## src/rtl/pingpong_bank_ctrl.sv

```systemverilog
// Multi-bank ping-pong line buffer: writes fill banks in rotation, reads drain READY banks in the same order.
// Latency: a word is visible on o_rd_vld no earlier than the edge after its bank closes; banks stream back-to-back.
// Backpressure: read side is valid/ready with a holding output register; the write side has none, so words are dropped while the write bank is READY.
//
// Ports:
//   clk, rst_n                          : clock and synchronous active-low reset
//   i_wr_vld/i_wr_data/i_wr_last        : write word stream (i_wr_last closes the current bank)
//   i_flush                             : discard all bank contents and return both pointers to bank 0
//   o_rd_vld/o_rd_data/o_rd_last/i_rd_rdy : read word stream, o_rd_last marks the final word of a bank
//   o_bank_ready                        : one bit per bank, set while that bank is READY
//   o_wr_bank/o_rd_bank                 : current write and read bank indices
//   o_overflow                          : sticky, set once any word has been dropped
//   o_drop_cnt                          : saturating dropped-word count, present only with PINGPONG_BANK_CTRL_DROP_CNT_EN
module pingpong_bank_ctrl #(
    parameter int DATA_W    = 16,
    parameter int DEPTH     = 64,
    parameter int NUM_BANKS = 2
) (
    input  logic                         clk,
    input  logic                         rst_n,
    input  logic                         i_wr_vld,
    input  logic [DATA_W-1:0]            i_wr_data,
    input  logic                         i_wr_last,
    input  logic                         i_flush,
    output logic                         o_rd_vld,
    output logic [DATA_W-1:0]            o_rd_data,
    output logic                         o_rd_last,
    input  logic                         i_rd_rdy,
    output logic [NUM_BANKS-1:0]         o_bank_ready,
    output logic [$clog2(NUM_BANKS)-1:0] o_wr_bank,
    output logic [$clog2(NUM_BANKS)-1:0] o_rd_bank,
    output logic                         o_overflow
`ifdef PINGPONG_BANK_CTRL_DROP_CNT_EN
    ,
    output logic [15:0]                  o_drop_cnt
`endif
);

    localparam int ADDR_W = $clog2(DEPTH);
    localparam int CNT_W  = ADDR_W + 1;
    localparam int BANK_W = $clog2(NUM_BANKS);

    typedef enum logic [1:0] {
        BANK_FREE    = 2'd0,
        BANK_FILLING = 2'd1,
        BANK_READY   = 2'd2
    } bank_state_t;

    bank_state_t       bank_state [NUM_BANKS];
    logic [CNT_W-1:0]  bank_cnt   [NUM_BANKS];
    logic [DATA_W-1:0] mem        [NUM_BANKS][DEPTH];
    logic [CNT_W-1:0]  rd_addr;     // next word of o_rd_bank to load into the output register

    function automatic logic [BANK_W-1:0] next_bank(input logic [BANK_W-1:0] b);
        return (b == BANK_W'(NUM_BANKS - 1)) ? '0 : b + 1'b1;
    endfunction

    logic              wr_accept;
    logic              wr_drop;
    logic              wr_close;
    logic [CNT_W-1:0]  wr_cnt;
    logic              rd_xfer;
    logic              rd_done;
    logic              rd_load;
    logic [BANK_W-1:0] src_bank;
    logic [CNT_W-1:0]  src_addr;
    logic [CNT_W-1:0]  src_cnt;

    always_comb begin
        wr_cnt    = bank_cnt[o_wr_bank];
        // Bank state is the registered value, so a bank freed on this edge still drops this word.
        wr_accept = i_wr_vld && (bank_state[o_wr_bank] != BANK_READY);
        wr_drop   = i_wr_vld && (bank_state[o_wr_bank] == BANK_READY);
        wr_close  = i_wr_last || (wr_cnt == CNT_W'(DEPTH - 1));

        rd_xfer   = o_rd_vld && i_rd_rdy;
        rd_done   = rd_xfer && o_rd_last;
        // When the last word of a bank leaves, refill straight from the next bank so READY banks stream gap-free.
        src_bank  = rd_done ? next_bank(o_rd_bank) : o_rd_bank;
        src_addr  = rd_done ? '0 : rd_addr;
        src_cnt   = bank_cnt[src_bank];
        rd_load   = (!o_rd_vld || i_rd_rdy) && (bank_state[src_bank] == BANK_READY)
                    && (src_addr < src_cnt);
    end

    always_comb begin
        o_bank_ready = '0;
        for (int k = 0; k < NUM_BANKS; k++) begin
            o_bank_ready[k] = (bank_state[k] == BANK_READY);
        end
    end

    // Storage is never reset; stale words are unreachable because counts restart at zero.
    always_ff @(posedge clk) begin
        if (rst_n && !i_flush && wr_accept) begin
            mem[o_wr_bank][wr_cnt[ADDR_W-1:0]] <= i_wr_data;
        end
    end

    always_ff @(posedge clk) begin
        if (!rst_n) begin
            for (int k = 0; k < NUM_BANKS; k++) begin
                bank_state[k] <= BANK_FREE;
                bank_cnt[k]   <= '0;
            end
            o_wr_bank  <= '0;
            o_rd_bank  <= '0;
            rd_addr    <= '0;
            o_rd_vld   <= 1'b0;
            o_rd_data  <= '0;
            o_rd_last  <= 1'b0;
            o_overflow <= 1'b0;
`ifdef PINGPONG_BANK_CTRL_DROP_CNT_EN
            o_drop_cnt <= '0;
`endif
        end else if (i_flush) begin
            // Flush keeps o_overflow so a drop before the flush is not lost.
            for (int k = 0; k < NUM_BANKS; k++) begin
                bank_state[k] <= BANK_FREE;
                bank_cnt[k]   <= '0;
            end
            o_wr_bank <= '0;
            o_rd_bank <= '0;
            rd_addr   <= '0;
            o_rd_vld  <= 1'b0;
            o_rd_last <= 1'b0;
`ifdef PINGPONG_BANK_CTRL_DROP_CNT_EN
            o_drop_cnt <= '0;
`endif
        end else begin
            if (wr_drop) begin
                o_overflow <= 1'b1;
`ifdef PINGPONG_BANK_CTRL_DROP_CNT_EN
                if (o_drop_cnt != 16'hFFFF) begin
                    o_drop_cnt <= o_drop_cnt + 1'b1;
                end
`else
                // Without the drop counter only the sticky flag records drops.
`endif
            end

            // Write and drain never touch the same bank on one edge: writes need a
            // non-READY bank, the drain only frees a READY one.
            if (wr_accept) begin
                bank_cnt[o_wr_bank]   <= wr_cnt + 1'b1;
                bank_state[o_wr_bank] <= wr_close ? BANK_READY : BANK_FILLING;
                if (wr_close) begin
                    o_wr_bank <= next_bank(o_wr_bank);
                end
            end

            if (rd_done) begin
                bank_state[o_rd_bank] <= BANK_FREE;
                bank_cnt[o_rd_bank]   <= '0;
                o_rd_bank             <= next_bank(o_rd_bank);
            end

            if (rd_load) begin
                o_rd_vld  <= 1'b1;
                o_rd_data <= mem[src_bank][src_addr[ADDR_W-1:0]];
                o_rd_last <= (src_addr == src_cnt - 1'b1);
                rd_addr   <= src_addr + 1'b1;
            end else if (rd_xfer) begin
                // Only the final word can leave without a reload, so the bank is finished.
                o_rd_vld  <= 1'b0;
                o_rd_last <= 1'b0;
                rd_addr   <= '0;
            end
        end
    end

endmodule

```

## config.mk

```make
export PLATFORM = sky130hd
export DESIGN_NAME = pingpong_bank_ctrl
export DESIGN_NICKNAME = d
export VERILOG_FILES = /design/src/rtl/pingpong_bank_ctrl.sv
export SDC_FILE = /design/constraint.sdc
export NUM_CORES = 2
export LEC_CHECK = 0
export CAP_MARGIN = 20
export CORE_MARGIN = 10
export CORE_UTILIZATION = 33
export CTS_BUF_LIST = sky130_fd_sc_hd__clkbuf_2 sky130_fd_sc_hd__clkbuf_4 sky130_fd_sc_hd__clkbuf_8
export DETAILED_ROUTE_END_ITERATION = 12
export GPL_ROUTABILITY_DRIVEN = 0
export GPL_TIMING_DRIVEN = 0
export SETUP_SLACK_MARGIN = 0.3
export SLEW_MARGIN = 20
export SYNTH_ARGS = -nofsm -noshare
export SYNTH_HDL_FRONTEND = slang
export SYNTH_SLANG_ARGS = --single-unit
```

## constraint.sdc

```tcl
create_clock -name clk -period 4.96 [get_ports clk]
set_input_delay 1.488 -clock clk [delete_from_list [all_inputs] [get_ports clk]]
set_output_delay 1.488 -clock clk [all_outputs]
set_load 0.02 [all_outputs]
```

-- Yosys cells after proc, flatten, opt, wreduce, memory -nomap -nowiden
Memory sizes are Yosys's and may differ from the RTL's. A register that Yosys moved wholly into a read port is not among the register bits.
Cells that the tools add are included.
- $add $sub $neg: 5
- magnitude comparators: 4
- equal/unequal tests: 7
- muxes and demuxes: 49
- bitwise gates (word level): 8
- reductions and logical operators: 22
- operators with widths (cell ; number):
    $mux W1024 ; 1
    $bmux W16 S6 ; 1
    $demux W16 S6 ; 1
    $mux W7 ; 7
    $mux W16 ; 3
    $mux W1 ; 31
    $add A7 B1 Y7 const B ; 2
    $ge A7 B7 Y1 const B ; 2
    $not A6 Y7 ; 2
    $reduce_or A7 Y1 ; 2
    $mux W2 ; 5
    $logic_and A1 B1 Y1 ; 9
    $eq A2 B2 Y1 const B ; 4
    $eq A7 B6 Y1 const B ; 1
    $eq A7 B7 Y1 ; 1
    $lt A7 B1 Y1 const B ; 1
    $lt A7 B7 Y1 ; 1
    $sub A7 B1 Y7 const B ; 1
    $reduce_and A2 Y1 ; 3
    $reduce_or A2 Y1 ; 3
    $or A1 B1 Y1 ; 4
    $add A1 B1 Y1 const B ; 2
    $logic_not A1 Y1 ; 2
    $logic_or A1 B1 Y1 ; 2
    3 further kinds ; 4
- bits in registers: 28
- bits in writable memories: 2066
- input port bits: 22
- output and inout port bits: 23
- word-level logic and storage cells: 105
- memories: 3
- memory list (name ; words ; width ; read ports ; clocked after Yosys merged registers in ; wr ports ; RTL line ; source):
    mem ; 2 ; 1024 ; 1 ; 0 ; 1 ; 51 ; logic [DATA_W-1:0] mem [NUM_BANKS][DEPTH];
    bank_cnt ; 2 ; 7 ; 2 ; 1 ; 2 ; 50 ; logic [CNT_W-1:0] bank_cnt [NUM_BANKS];
    bank_state ; 2 ; 2 ; 4 ; 1 ; 2 ; 49 ; bank_state_t bank_state [NUM_BANKS];

-- Logic depth before layout (Yosys ltp)
- depth in word-level cells: 8
- depth in mapped cells: 16
- depth with buffers taken out: 13

-- Worst setup path after synthesis
No wires, ideal clock.
- kind: input to register
- start: in i_rd_rdy
- end: reg rd_addr[5]
- data arrival time: 4.589 ns
- data required time: 4.874 ns
- path slack: 0.285 ns
- stages on the path: 14
- path buffers: 4
- cell sequence: nand3_1 -> nand2_1 -> inv_1 -> clkbuf_1 -> clkbuf_1 -> buf_1 -> ha_1 -> a21oi_1 -> o21ai_0 -> maj3_2 -> a31o_1 -> clkbuf_1 -> or3_1 -> a221oi_2
- longest elaborated chain between the ends: 8
- elaborated cells between the ends (all ways): 14
- those cells by class: 1 x add/sub; 1 x order compare; 1 x eq/ne; 3 x mux; 6 x reduce/logical; 2 x memory
- RTL lines (item ; RTL line ; source):
    start, declared ; 28 ; input logic i_rd_rdy,
    parallel branches: the longest is 8 deep, another holds $mem_v2 Z2 W7 ; -- ;
    end signal, assigned ; 162 ; rd_addr <= src_addr + 1'b1;
    end, declared ; 52 ; logic [CNT_W-1:0] rd_addr;
Several ways; the timed one is not identified.
A chain may end at the register's enable or synchronous reset.

-- Worst setup path after layout
Ends and elaborated chain as after synthesis.

==> flow_metrics.py <==
metrics = {
    "floorplanning": {
        "core_area_um2": 254000,
        "dieArea_um2": 275000,
        "die_y_um": 525,
        "row_count": 185,
        "ioPinCount": 45,
        "start_util_pct": 33.1,
        "die_w_um": 525,
    },
    "critical_path": {
        "rr_worst_depth": 12,
        "r2r_end": "o_rd_data[6]",
        "critical_path_required_ps": 5960,
        "start_kind": "primary input",
        "crit_path_cell_trace": "clkdlybuf4s15_2, nand3_2, nand2_2, clkinv_2, clkbuf_2, clkbuf_4, ha_1, a21oi_1, o21ai_0, maj3_2, a31o_1, clkbuf_1, or3_1, a221oi_2",
        "endpoint_kind": "flip-flop",
        "critPathKind": "in -> reg",
        "worst_path_max_delay_cell": "clkdlybuf4s15_2",
        "cp_data_arrival_time_ps": 5890,
        "crit_path_max_fanout": 10,
        "path_delay_family": "buffers and inverters",
        "critical-path-max-stage-delay_ps": 440,
        "worst-path-buf-inv": 5,
        "r2r_setup_slack_ps": 150,
        "reg2reg_from": "o_rd_bank",
    },
    "cts": {
        "clk_latency_ps": 1130,
        "post-cts-setup-buffers": 0,
        "cts.sinks": 2095,
        "clk_pin_slew_ps": 60,
        "cts-buffers-inserted": 352,
        "cts_max_path_buffers": 4,
        "cts_root_buffer": "clkbuf_8",
        "cts.htree.levels": 5,
        "tritoncts": "built",
    },
    "power": {
        "p_leak_uw": 0.0293,
        "pwr-share-clk_pct": 42.2,
        "swShare_pct": 21.2,
        "powerDensity_nw_per_um2": 353,
        "pwr-share-seq_pct": 56.3,
        "power_frac_comb_pct": 1.5,
        "p_int_uw": 27200,
        "power_switching_uw": 7320,
        "ir_drop_v": 0.000224,
    },
    "yosys": {
        "synth_compound_area_share_pct": 9.65,
        "yosys-top-cells-area": "edfxtp_1, mux2i_1, mux4_2",
        "synthMuxAreaShare_pct": 10.1,
        "synth_top_area_share_pct": 73.2,
        "ys_seq_elements": 2095,
        "synth_fa_ha_area_share_pct": 0.147,
        "synth_nets": 5072,
        "avgSynthCellArea_um2": 16.7,
        "synth_xor_area_share_pct": 0.191,
        "ys.flop_type": "edfxtp_1",
        "synth_top_area_cell": "edfxtp_1",
        "synth.top_cells.by_count": "edfxtp_1, mux2i_1, clkbuf_1",
        "synth.most_common_cell": "edfxtp_1",
        "seq_area_frac_synth_pct": 74.3,
        "yosysWarnings": 0,
        "ys_types": 73,
        "yosys.area_share.simple_pct": 3.79,
        "async_flop_share_pct": 0,
        "syn_inst": 5041,
        "synth_top_family_by_area": "multiplexers",
        "syn_area_um2": 84000,
        "synth_edf_count": 2048,
    },
    "finish": {
        "area_delta_synth_final_pct": 16.3,
        "finish.utilization_pct": 38.5,
        "layout.nets": 5595,
        "layout-drive-gt1-share_pct": 20.4,
        "fin_area_um2": 97700,
        "fill_cells": 23400,
        "final_cells": 9194,
    },
    "global_routing": {
        "grt_pass1_wl_mm": 394,
        "grtUsageTotal_pct": 19.7,
        "grt_overflow": 0,
        "grt_pass1_vias": 51800,
        "antenna_found_initial": 26,
        "grt_max_degree": 91,
    },
    "sta": {
        "fin_worst_skew_ps": 117,
        "worst-slew-pin-transition_ps": 1370,
        "final_min_period_over_clock_period_pct": 98.7,
        "setup_viol": 0,
        "slew_violations": 0,
        "clock.fmax_ghz": 0.204,
        "fin_crit_ps": 4900,
        "rsz0062_at_grt": "true",
        "relSlewSlack_pct": 8.82,
        "fin_ws_ps": 62.4,
        "hold_viol": 0,
    },
    "place": {
        "place_worst_setup_slack_ps": -2920,
        "placed_area_um2": 90900,
        "placed_cells": 8575,
        "dp_hpwl_mm": 199,
        "portBuffers": 44,
    },
    "routing": {
        "routed_via_density": 5.76,
        "num_vias": 53000,
        "drt_iter0_markers": 8147,
        "firstDrtPassIters": 10,
        "routed_wl_mm": 285,
        "wl_per_cell_um": 31.0,
        "drc": 0,
        "ant_nets": 0,
    },
    "hold_path": {
        "holdPathEnd": "bank_state[0][0]",
        "hold_path.class": "reg -> reg",
        "worstHoldStart": "bank_state[0][0]",
        "hold_depth": 2,
    },
    "job": {
        "cap_violations": 0,
    },
    "status": {
        "run_status": "completed",
    },
}
-- tightest hold or removal path, cell delays in order, from the launching register on --
cell and delay (ps):
dfxtp_1 300, nand3_1 60, a21oi_1 60
-- cell usage in the layout, fill, tap and decap left out, types with 59 or more instances in the layout --
cell type / count
mux2_2: 121
a221oi_1: 102
a31oi_1: 68
clkinv_1: 73
o21ai_0: 137
mux2i_1: 550
a21oi_1: 153
nor2_2: 122
clkbuf_8: 357
a211oi_1: 121
clkbuf_4: 135
mux4_2: 71
edfxtp_1: 2048
buf_6: 88
clkbuf_1: 186
nor2_1: 84
and2_1: 68
nand2_1: 166
o221ai_1: 59
o22ai_1: 101
buf_2: 74
-- power groups by stage --
stage | clock network (uW) | registers, uW | logic [uW]
global route | 15500 | 19400 | 533
floorplan | 0 | 19800 | 61.8
finish | 14600 | 19400 | 511
global placement | 0 | 19900 | 439
detailed placement | 0 | 19800 | 504
CTS | 14700 | 19400 | 507
-- final cells by class --
cell class	count	area [um2]	area share, %
diodes	15	37.5	0.0384
flip-flops and latches	2095	62400	63.9
inverters	17	66.3	0.0679
well taps	3366	4210	4.31
multi-input cells	2565	20600	21.1
repair buffers	170	2250	2.30
clock inverters	119	571	0.584
plain buffers	363	1620	1.66
clock buffers	484	5870	6.01
-- cell families after synthesis --
| family | after synthesis |
|---|---|
| adders and majority gates | 10 |
| muxes | 742 |
| AOI/OAI and AO/OA | 1121 |
| xor gates and xnor gates | 14 |
| DFF | 2095 |
| buffers and inverters | 381 |
| and+or+nand+nor | 678 |
-- what timing repair did --
item	in CTS	in global routing
hold buffers	0	0
resized for setup	85	33
pin swaps	0	2
setup endpoints to repair	63	126
-- flip-flops by register name, indices dropped and copies added, names as in the netlist, named ones only --
signal and cells:
mem 2048, o_rd_data 16, o_overflow 1, bank_cnt 14, o_rd_last 1, bank_state 4
o_rd_bank 1, o_rd_vld 1, o_wr_bank 1, rd_addr 7
-- through the flow --
stage / hold slack, ps / setup TNS (ps) / power, uW
CTS: 463 / 0 / 34600
detailed placement: 455 / -534200 / 20300
global placement: 450 / -5739860 / 20400
global route: 485 / 0 / 35400
finish: 462 / 0 / 34500
floorplan: 443 / 0 / 19900
-- worst max path at each step --
stage	depth (start not counted)	from	end
after detailed placement	13	i_rd_rdy	o_rd_data[1]
after global routing	14	i_rd_rdy	rd_addr[5]
after floorplan	13	i_rd_rdy	rd_addr[5]
final	14	i_rd_rdy	rd_addr[5]
after global placement	12	i_rd_rdy	o_rd_data[4]
after CTS	14	i_rd_rdy	rd_addr[5]
-- layer usage --
metal	vias up	global-route usage (%)	routed length [um]
li1	21600	-	-
met1	26900	25.2	106000
met2	3559	29.2	124000
met3	824	5.93	34100
met4	10	12.6	21300
met5	-	0.173	155
(Power assumes the default switching activity.)
